$ cat src/rtl/toggle_event_decoder.sv
// Toggle-encoded event decoder: synchroniser, optional glitch filter (TOGGLE_DEC_FILTER_EN),
// event pulse/counter and an inter-event gap FIFO drained over valid/ready.
module toggle_event_decoder #(
    parameter int FILTER_CYCLES = 2,
    parameter int CNT_W         = 8,
    parameter int GAP_W         = 8,
    parameter int DEPTH         = 4
) (
    input  logic             clk,
    input  logic             reset,
    input  logic             data,
    output logic             data_out,
    output logic             level,
    output logic [CNT_W-1:0] evt_count,
    output logic             gap_valid,
    output logic [GAP_W-1:0] gap_data,
    input  logic             gap_ready,
    output logic             overflow
);
    localparam int AW = $clog2(DEPTH);
    localparam logic [GAP_W-1:0] GAP_MAX = '1;

    generate
        if (FILTER_CYCLES < 1 || DEPTH < 2 || (DEPTH & (DEPTH - 1)) != 0) begin : g_bad_param
            $error("toggle_event_decoder: FILTER_CYCLES must be >= 1 and DEPTH a power of 2 >= 2");
        end
    endgenerate

    logic s1, s2;
    logic accept;

`ifdef TOGGLE_DEC_FILTER_EN
    typedef enum logic {IDLE, QUAL} state_t;
    localparam int QW = (FILTER_CYCLES > 1) ? $clog2(FILTER_CYCLES + 1) : 1;
    // Count value at which one more differing sample completes qualification.
    localparam logic [QW-1:0] QUAL_LAST = QW'(FILTER_CYCLES - 1);

    state_t        state, state_next;
    logic [QW-1:0] qual_cnt, qual_next;

    always_ff @(posedge clk) begin
        if (!reset) begin
            state    <= IDLE;
            qual_cnt <= '0;
        end else begin
            state    <= state_next;
            qual_cnt <= qual_next;
        end
    end

    always_comb begin
        state_next = state;
        qual_next  = qual_cnt;
        accept     = 1'b0;
        case (state)
            IDLE: begin
                if (s2 != level) begin
                    if (qual_cnt == QUAL_LAST) begin
                        accept = 1'b1;
                    end else begin
                        state_next = QUAL;
                        qual_next  = qual_cnt + 1'b1;
                    end
                end
            end
            QUAL: begin
                if (s2 == level) begin
                    state_next = IDLE;
                    qual_next  = '0;
                end else if (qual_cnt == QUAL_LAST) begin
                    accept     = 1'b1;
                    state_next = IDLE;
                    qual_next  = '0;
                end else begin
                    qual_next = qual_cnt + 1'b1;
                end
            end
            default: begin
                state_next = IDLE;
                qual_next  = '0;
            end
        endcase
    end
`else
    assign accept = (s2 != level);
`endif

    // Gap FIFO: pointers carry an extra MSB so full and empty are distinguishable.
    logic [GAP_W-1:0] mem [DEPTH];
    logic [AW:0]      wr_ptr, rd_ptr;
    logic [GAP_W-1:0] g, gap_inc;
    logic             full, empty, push, pop;

    assign empty   = (wr_ptr == rd_ptr);
    assign full    = (wr_ptr[AW] != rd_ptr[AW]) && (wr_ptr[AW-1:0] == rd_ptr[AW-1:0]);
    assign pop     = !empty && gap_ready;
    assign push    = accept && (!full || pop);
    assign gap_inc = (g == GAP_MAX) ? g : g + 1'b1;

    assign gap_valid = !empty;
    assign gap_data  = mem[rd_ptr[AW-1:0]];

    always_ff @(posedge clk) begin
        if (!reset) begin
            s1        <= 1'b0;
            s2        <= 1'b0;
            level     <= 1'b0;
            data_out  <= 1'b0;
            evt_count <= '0;
            g         <= '0;
            overflow  <= 1'b0;
            wr_ptr    <= '0;
            rd_ptr    <= '0;
        end else begin
            s1       <= data;
            s2       <= s1;
            data_out <= accept;
            if (pop) rd_ptr <= rd_ptr + 1'b1;
            if (push) wr_ptr <= wr_ptr + 1'b1;
            if (accept) begin
                level     <= s2;
                evt_count <= evt_count + 1'b1;
                g         <= '0;
                if (!push) overflow <= 1'b1;
            end else begin
                g <= gap_inc;
            end
        end
    end

    always_ff @(posedge clk) begin
        if (reset && push) mem[wr_ptr[AW-1:0]] <= gap_inc;
    end
endmodule

$ cat config.mk
export PLATFORM = sky130hd
export DESIGN_NAME = toggle_event_decoder
export DESIGN_NICKNAME = d
export VERILOG_FILES = /design/src/rtl/toggle_event_decoder.sv
export SDC_FILE = /design/constraint.sdc
export NUM_CORES = 1
export LEC_CHECK = 0
export ABC_AREA = 0
export CAP_MARGIN = 10
export CORE_MARGIN = 4
export CORE_UTILIZATION = 55
export CTS_BUF_LIST = sky130_fd_sc_hd__clkbuf_2 sky130_fd_sc_hd__clkbuf_4 sky130_fd_sc_hd__clkbuf_8
export DETAILED_ROUTE_END_ITERATION = 8
export PLACE_DENSITY = 0.76
export SLEW_MARGIN = 5
export SYNTH_ARGS = -nofsm -noshare
export SYNTH_HDL_FRONTEND = slang
export SYNTH_SLANG_ARGS = --single-unit
$ cat constraint.sdc
create_clock -name clk -period 3 [get_ports clk]
set_clock_uncertainty 0.2 [all_clocks]
set_input_delay 0.6 -clock clk [delete_from_list [all_inputs] [get_ports clk]]
set_output_delay 0.6 -clock clk [all_outputs]
set_load 0.01 [all_outputs]
==> results.py, run 1 <==
metrics = {
    "power_and_ir_drop": {
        "max-vdd-ir-drop_mv": 0.371,
        "pwr_density_cell_nw_per_um2": 616,
        "p_leak_nw": 1.10,
    },
    "synth": {
        "yosys.area.top_type": "edfxtp_1",
        "synth_top_family_by_area": "simple AND/OR/NAND/NOR gates",
        "synthSimpleGateAreaFrac_pct": 12.8,
        "synth-xor-area-share_pct": 6.40,
        "synthCells": 185,
        "ys_seq_area_share_pct": 62.5,
        "avgSynthCellArea_um2": 13.3,
        "ys_warn_count": 0,
        "yosysTopAreaCellShare_pct": 39.0,
        "synthAdderAreaFrac_pct": 3.55,
        "syn_nets": 196,
        "synth.distinct_cells": 33,
        "synth.area.mux_share_pct": 8.22,
        "synth_compound_area_share_pct": 4.82,
        "ys_seq_elements": 61,
        "synth_area_um2": 2460,
        "synth_area_leaders": "edfxtp_1, dfxtp_1, mux4_2",
    },
    "timing": {
        "max_slew_margin_pct": 63.2,
        "worstMarginPinSlew_ns": 0.548,
        "rsz0062_at_grt": "false",
        "slew_violations": 0,
        "setup_ws_ns": 0.306,
        "hold_viol": 0,
        "fin_setup_tns_ns": 0,
        "max_freq_mhz": 371,
        "period_needed_ns": 2.69,
        "timing.final.crit_share_pct": 89.8,
        "setup_violations": 0,
    },
    "placed_design": {
        "portBuffers": 23,
        "gp_congestion": 0.791,
        "dpl.hpwl_um": 2980,
        "place_ws_ns": 0.417,
    },
    "hold_path": {
        "min_from": "s1",
        "min_path_type": "reg2reg",
    },
    "grt": {
        "grt_use_total_pct": 18.3,
        "grt_pass1_wl_um": 7220,
        "antenna_found_initial": 0,
        "grt_pass1_vias": 1574,
        "grt_max_degree": 17,
        "overflow": 0,
    },
    "worst_setup_path": {
        "crit_path_end_kind": "output pin",
        "cp-start-kind": "flip-flop",
        "crit_family": "buffers and inverters",
        "r2r_start": "wr_ptr[1]",
        "worst_path_largest_cell_delay_ns": 0.54,
        "path_cells": "xor2_1 -> nor2_1 -> nand2_1 -> clkdlybuf4s50_1",
        "critPathMaxFanout": 5,
        "cp_data_required_time_ns": 2.20,
        "cp.buffers_inverters": 1,
        "critical_path_class": "reg2out",
        "critPathArrivalTime_ns": 1.89,
        "critPathLaunch": "wr_ptr[1]",
        "crit_path_top_delay_cell": "clkdlybuf4s50_1",
    },
    "clocking": {
        "clock_latency_ns": 0.33,
        "clockBufferDepth": 2,
        "post_cts_resized": 0,
        "cts_made_buffers": 9,
        "ctsHoldBuffers": 0,
        "post_cts_buffers": 0,
        "cts_tree": "done",
        "root_buffer": "clkbuf_8",
        "clk_pin_slew_ns": 0.06,
        "htreeDepth": 3,
        "clock_sinks": 61,
    },
    "layout": {
        "mostFrequentLayoutCell": "edfxtp_1",
        "antennaDiodeCount": 0,
        "fin_nets": 229,
        "final_cell_mix": "edfxtp_1, dfxtp_1, clkdlybuf4s50_1, nor2_1, xor2_1",
        "final_layout_size_suffix_gt1_share_pct": 14.8,
        "area_growth_pct": 21.0,
        "fillers": 292,
    },
    "drt": {
        "vias_per_cell": 5.51,
        "ant_nets": 0,
        "drt-pass1-iter-count": 4,
        "post-route-drc-count": 0,
        "finalWirelength_um": 4370,
        "dr_total_vias": 1516,
        "drt-initial-drc-count": 72,
        "wl_per_cell_um": 15.9,
    },
    "floorplanning": {
        "die_x_um": 74.9,
        "start_util_pct": 56.6,
        "rows": 24,
        "io_pins": 24,
        "design.core.area_um2": 4350,
        "fp.dieH_um": 74.9,
        "dieArea_um2": 5620,
    },
    "flow_run": {
        "drv_cap": 0,
    },
    "status": {
        "outcome": "finished clean",
    },
}
## registers in the layout, indices dropped and copies added, names as in the netlist, named ones only
register,cells
data_out,1
rd_ptr,3
wr_ptr,3
mem,32
s2,1
evt_count,8
s1,1
level,1
g,8
overflow,1
## path summary, 6_finish.rpt
| kind | end | slack (ns) | cells past startpoint |
|---|---|---|---|
| max | gap_valid | 0.31 | 4 |
| max reg2reg | mem[0][4] | 0.88 | 4 |
| min | s2 | 0.26 | 1 |
| min reg2reg | s2 | 0.26 | 1 |
## metrics by stage
stage | utilization [%] | instances | power, mW | instance area (µm²) | hold slack [ns]
after floorplan | - | 185 | 1.04 | 2460 | 0.212
after global placement | 63.6 | 259 | 1.11 | 2770 | 0.217
after detailed placement | 63.6 | 259 | 1.12 | 2770 | 0.251
after CTS | 68.4 | 275 | 1.85 | 2980 | 0.258
after global routing | 68.5 | 275 | 1.91 | 2980 | 0.286
final | 68.5 | 275 | 1.84 | 2980 | 0.260
## power breakdown
part	switching [mW]	internal (mW)	leakage [nW]	total [mW]
Clock	0.286	0.456	0.111	0.741
Combinational	0.0746	0.0953	0.451	0.170
Sequential	0.0279	0.898	0.543	0.926
## kinds of logic after synthesis
kind of cell | count (synthesis)
simple gates | 64
buf+inv | 10
xor+xnor | 18
mux | 10
fa+ha+maj | 7
compound gates | 15
flops | 61
## synthesized netlist by cell type (all sizes together)
library cell,instances
o2111ai,1
nand3,6
nand2,12
nor2b,3
o41ai,1
nand4,5
o31ai,1
and3,7
mux4,8
inv,3
xor2,13
a41oi,1
clkinv,1
o21a,2
mux2,2
and2,7
a21oi,3
o21ai,3
ha,7
edfxtp,32
clkbuf,3
a31oi,2
or2,1
or3,1
xnor2,5
nor2,18
nor3b,1
buf,3
nor3,3
o311ai,1
dfxtp,29
## per-layer routing
layer	vias to the layer above	global-route usage [%]	wire length, µm
met5	-	0	0
met4	0	7.51	68
met3	8	7.88	227
met2	41	30.8	2270
met1	727	20.2	1800
li1	740	-	-
## final cells by class
| class | count | area [µm²] | share of cell area, % |
|---|---|---|---|
| multi-input combinational | 114 | 882 | 29.6 |
| clock buffer | 14 | 174 | 5.83 |
| inverter | 4 | 15.0 | 0.504 |
| tap | 52 | 65.1 | 2.18 |
| clock inverter | 2 | 35.0 | 1.17 |
| timing repair buffer | 28 | 268 | 8.98 |
| sequential | 61 | 1540 | 51.7 |
No activity file was read; power rests on OpenSTA's default activity.
==> inputs of run 2 (changes only) <==
--- a/config.mk
+++ b/config.mk
@@ -7,12 +7,12 @@
 export LEC_CHECK = 0
 export ABC_AREA = 0
 export CAP_MARGIN = 10
-export CORE_MARGIN = 4
+export CORE_MARGIN = 2
 export CORE_UTILIZATION = 55
 export CTS_BUF_LIST = sky130_fd_sc_hd__clkbuf_2 sky130_fd_sc_hd__clkbuf_4 sky130_fd_sc_hd__clkbuf_8
 export DETAILED_ROUTE_END_ITERATION = 8
 export PLACE_DENSITY = 0.76
-export SLEW_MARGIN = 5
+export SETUP_SLACK_MARGIN = 0.4
 export SYNTH_ARGS = -nofsm -noshare
 export SYNTH_HDL_FRONTEND = slang
 export SYNTH_SLANG_ARGS = --single-unit
==> run 2 against run 1 <==
Flip-flop and latch count stayed put. Sequential share of layout area is 0.22 points lower. Highest routed layer unchanged. Via count grew 1.5%. Critical path type unchanged. Count of clock-buffer cells in the layout fell by 1.
==> results.py, run 2 (synthesis results as in run 1) <==
metrics = {
    "power_and_ir_drop": {
        "p_leak_nw": 1.12,
        "max-vdd-ir-drop_mv": 0.278,
        "total_power_mw": 1.72,
        "pwr_density_cell_nw_per_um2": 572,
    },
    "drt": {
        "dr_total_vias": 1538,
        "ant_nets": 0,
        "drt-initial-drc-count": 63,
        "post-route-drc-count": 0,
        "drt-pass1-iter-count": 5,
        "wl_per_cell_um": 15.7,
        "vias_per_cell": 5.51,
        "finalWirelength_um": 4380,
    },
    "hold_path": {
        "min_path_type": "reg2reg",
    },
    "layout": {
        "antennaDiodeCount": 0,
        "area_growth_pct": 21.8,
        "fillers": 317,
        "mostFrequentLayoutCell": "edfxtp_1",
        "final_layout_size_suffix_gt1_share_pct": 16.7,
        "largest_register_ffs": 32,
        "final_cell_mix": "edfxtp_1, dfxtp_1, clkdlybuf4s50_1, nor2_1, nand2_1",
        "fin_nets": 233,
    },
    "worst_setup_path": {
        "critPathMaxFanout": 4,
        "crit_path_top_delay_cell": "clkdlybuf4s50_1",
        "path_cells": "xor2_4 -> nor2_1 -> nand2_1 -> clkdlybuf4s50_1",
        "worst-path-stages": 4,
        "cp-start-kind": "flip-flop",
        "critical_path_class": "reg2out",
        "crit_path_end_kind": "output pin",
        "crit_family": "buffers and inverters",
        "timing.rr.end": "mem[1][4]",
        "cp.buffers_inverters": 1,
        "reg2reg_setup_slack_ns": 0.83,
        "crit_end": "gap_valid",
        "reg2reg_depth": 5,
        "r2r_start": "wr_ptr[1]",
        "critPathArrivalTime_ns": 1.75,
        "critPathLaunch": "wr_ptr[0]",
        "cp_data_required_time_ns": 2.20,
        "worst_path_largest_cell_delay_ns": 0.54,
    },
    "timing": {
        "period_needed_ns": 2.55,
        "slew_violations": 0,
        "setup_violations": 0,
        "max_slew_margin_pct": 61.2,
        "rsz0062_at_grt": "true",
        "worstMarginPinSlew_ns": 0.578,
        "max_freq_mhz": 391,
        "hold_viol": 0,
        "fin_setup_tns_ns": 0,
        "timing.final.crit_share_pct": 85.2,
    },
    "grt": {
        "antenna_found_initial": 0,
        "grt_pass1_vias": 1596,
        "grt_pass1_wl_um": 7380,
        "overflow": 0,
        "grt_max_degree": 17,
        "grt_use_total_pct": 19.5,
    },
    "clocking": {
        "htreeDepth": 3,
        "ctsHoldBuffers": 0,
        "clockBufferDepth": 2,
        "cts_tree": "done",
        "root_buffer": "clkbuf_8",
        "clk_pin_slew_ns": 0.06,
        "clock_sinks": 61,
        "clock_latency_ns": 0.32,
        "cts_made_buffers": 9,
    },
    "floorplanning": {
        "io_pins": 24,
        "die_x_um": 70.9,
        "start_util_pct": 57.0,
        "fp.dieH_um": 70.9,
        "rows": 24,
        "design.core.area_um2": 4320,
        "dieArea_um2": 5030,
    },
    "status": {
        "outcome": "finished clean",
    },
    "placed_design": {
        "dpl.hpwl_um": 2950,
        "portBuffers": 23,
        "gp_congestion": 0.795,
    },
    "flow_run": {
        "drv_cap": 0,
    },
}
==> run 2: power by group <==
part / switching [mW] / internal [mW]
clock: 0.272 / 0.330
sequential: 0.0290 / 0.899
combinational: 0.0807 / 0.105
==> run 2: routing by layer <==
layer / track usage (%) / vias up / wire, µm
li1: - / 743 / -
met4: 10.9 / 0 / 76
met5: 0 / - / 0
met3: 3.99 / 6 / 159
met2: 33.2 / 32 / 2300
met1: 23.0 / 757 / 1840
==> run 2: how the worst min path moves through the flow <==
stage               slack [ns]  startpoint  end  depth (start not counted)
CTS                       0.24          s1   s2                          1
floorplan                 0.21          s1   s2                          1
global placement          0.22          s1   s2                          1
detailed placement        0.23          s1   s2                          1
global route              0.27          s1   s2                          1
finish                    0.24          s1   s2                          1
==> run 2: area by class of cell <==
class / count / area [µm²] / area share [%]
Clock buffer: 13 / 154 / 5.13
Clock inverter: 3 / 12.5 / 0.417
Inverter: 4 / 15.0 / 0.500
Multi-Input combinational cell: 114 / 908 / 30.3
Sequential cell: 61 / 1550 / 51.5
Tap cell: 52 / 65.1 / 2.17
Timing Repair Buffer: 32 / 300 / 10.0
==> run 2: what timing repair did <==
action                                  in CTS  in global routing
gates cloned                                 0                  0
gates resized for setup                      6                  4
endpoints found under the setup margin       9                  7
buffers inserted                             1                  3
endpoints found under the hold margin        0                  0
pin swaps                                    0                  1
==> run 2: per-stage QoR <==
stage | hold WS [ns] | worst slack [ns] | std cells | utilization (%) | area [µm²]
detailed placement | 0.227 | 0.428 | 259 | 64.1 | 2770
finish | 0.237 | 0.445 | 279 | 69.4 | 3000
global placement | 0.219 | 0.474 | 259 | 64.1 | 2770
CTS | 0.241 | 0.400 | 276 | 68.5 | 2960
global route | 0.271 | 0.359 | 279 | 69.4 | 3000
floorplan | 0.212 | 0.932 | 185 | - | 2460
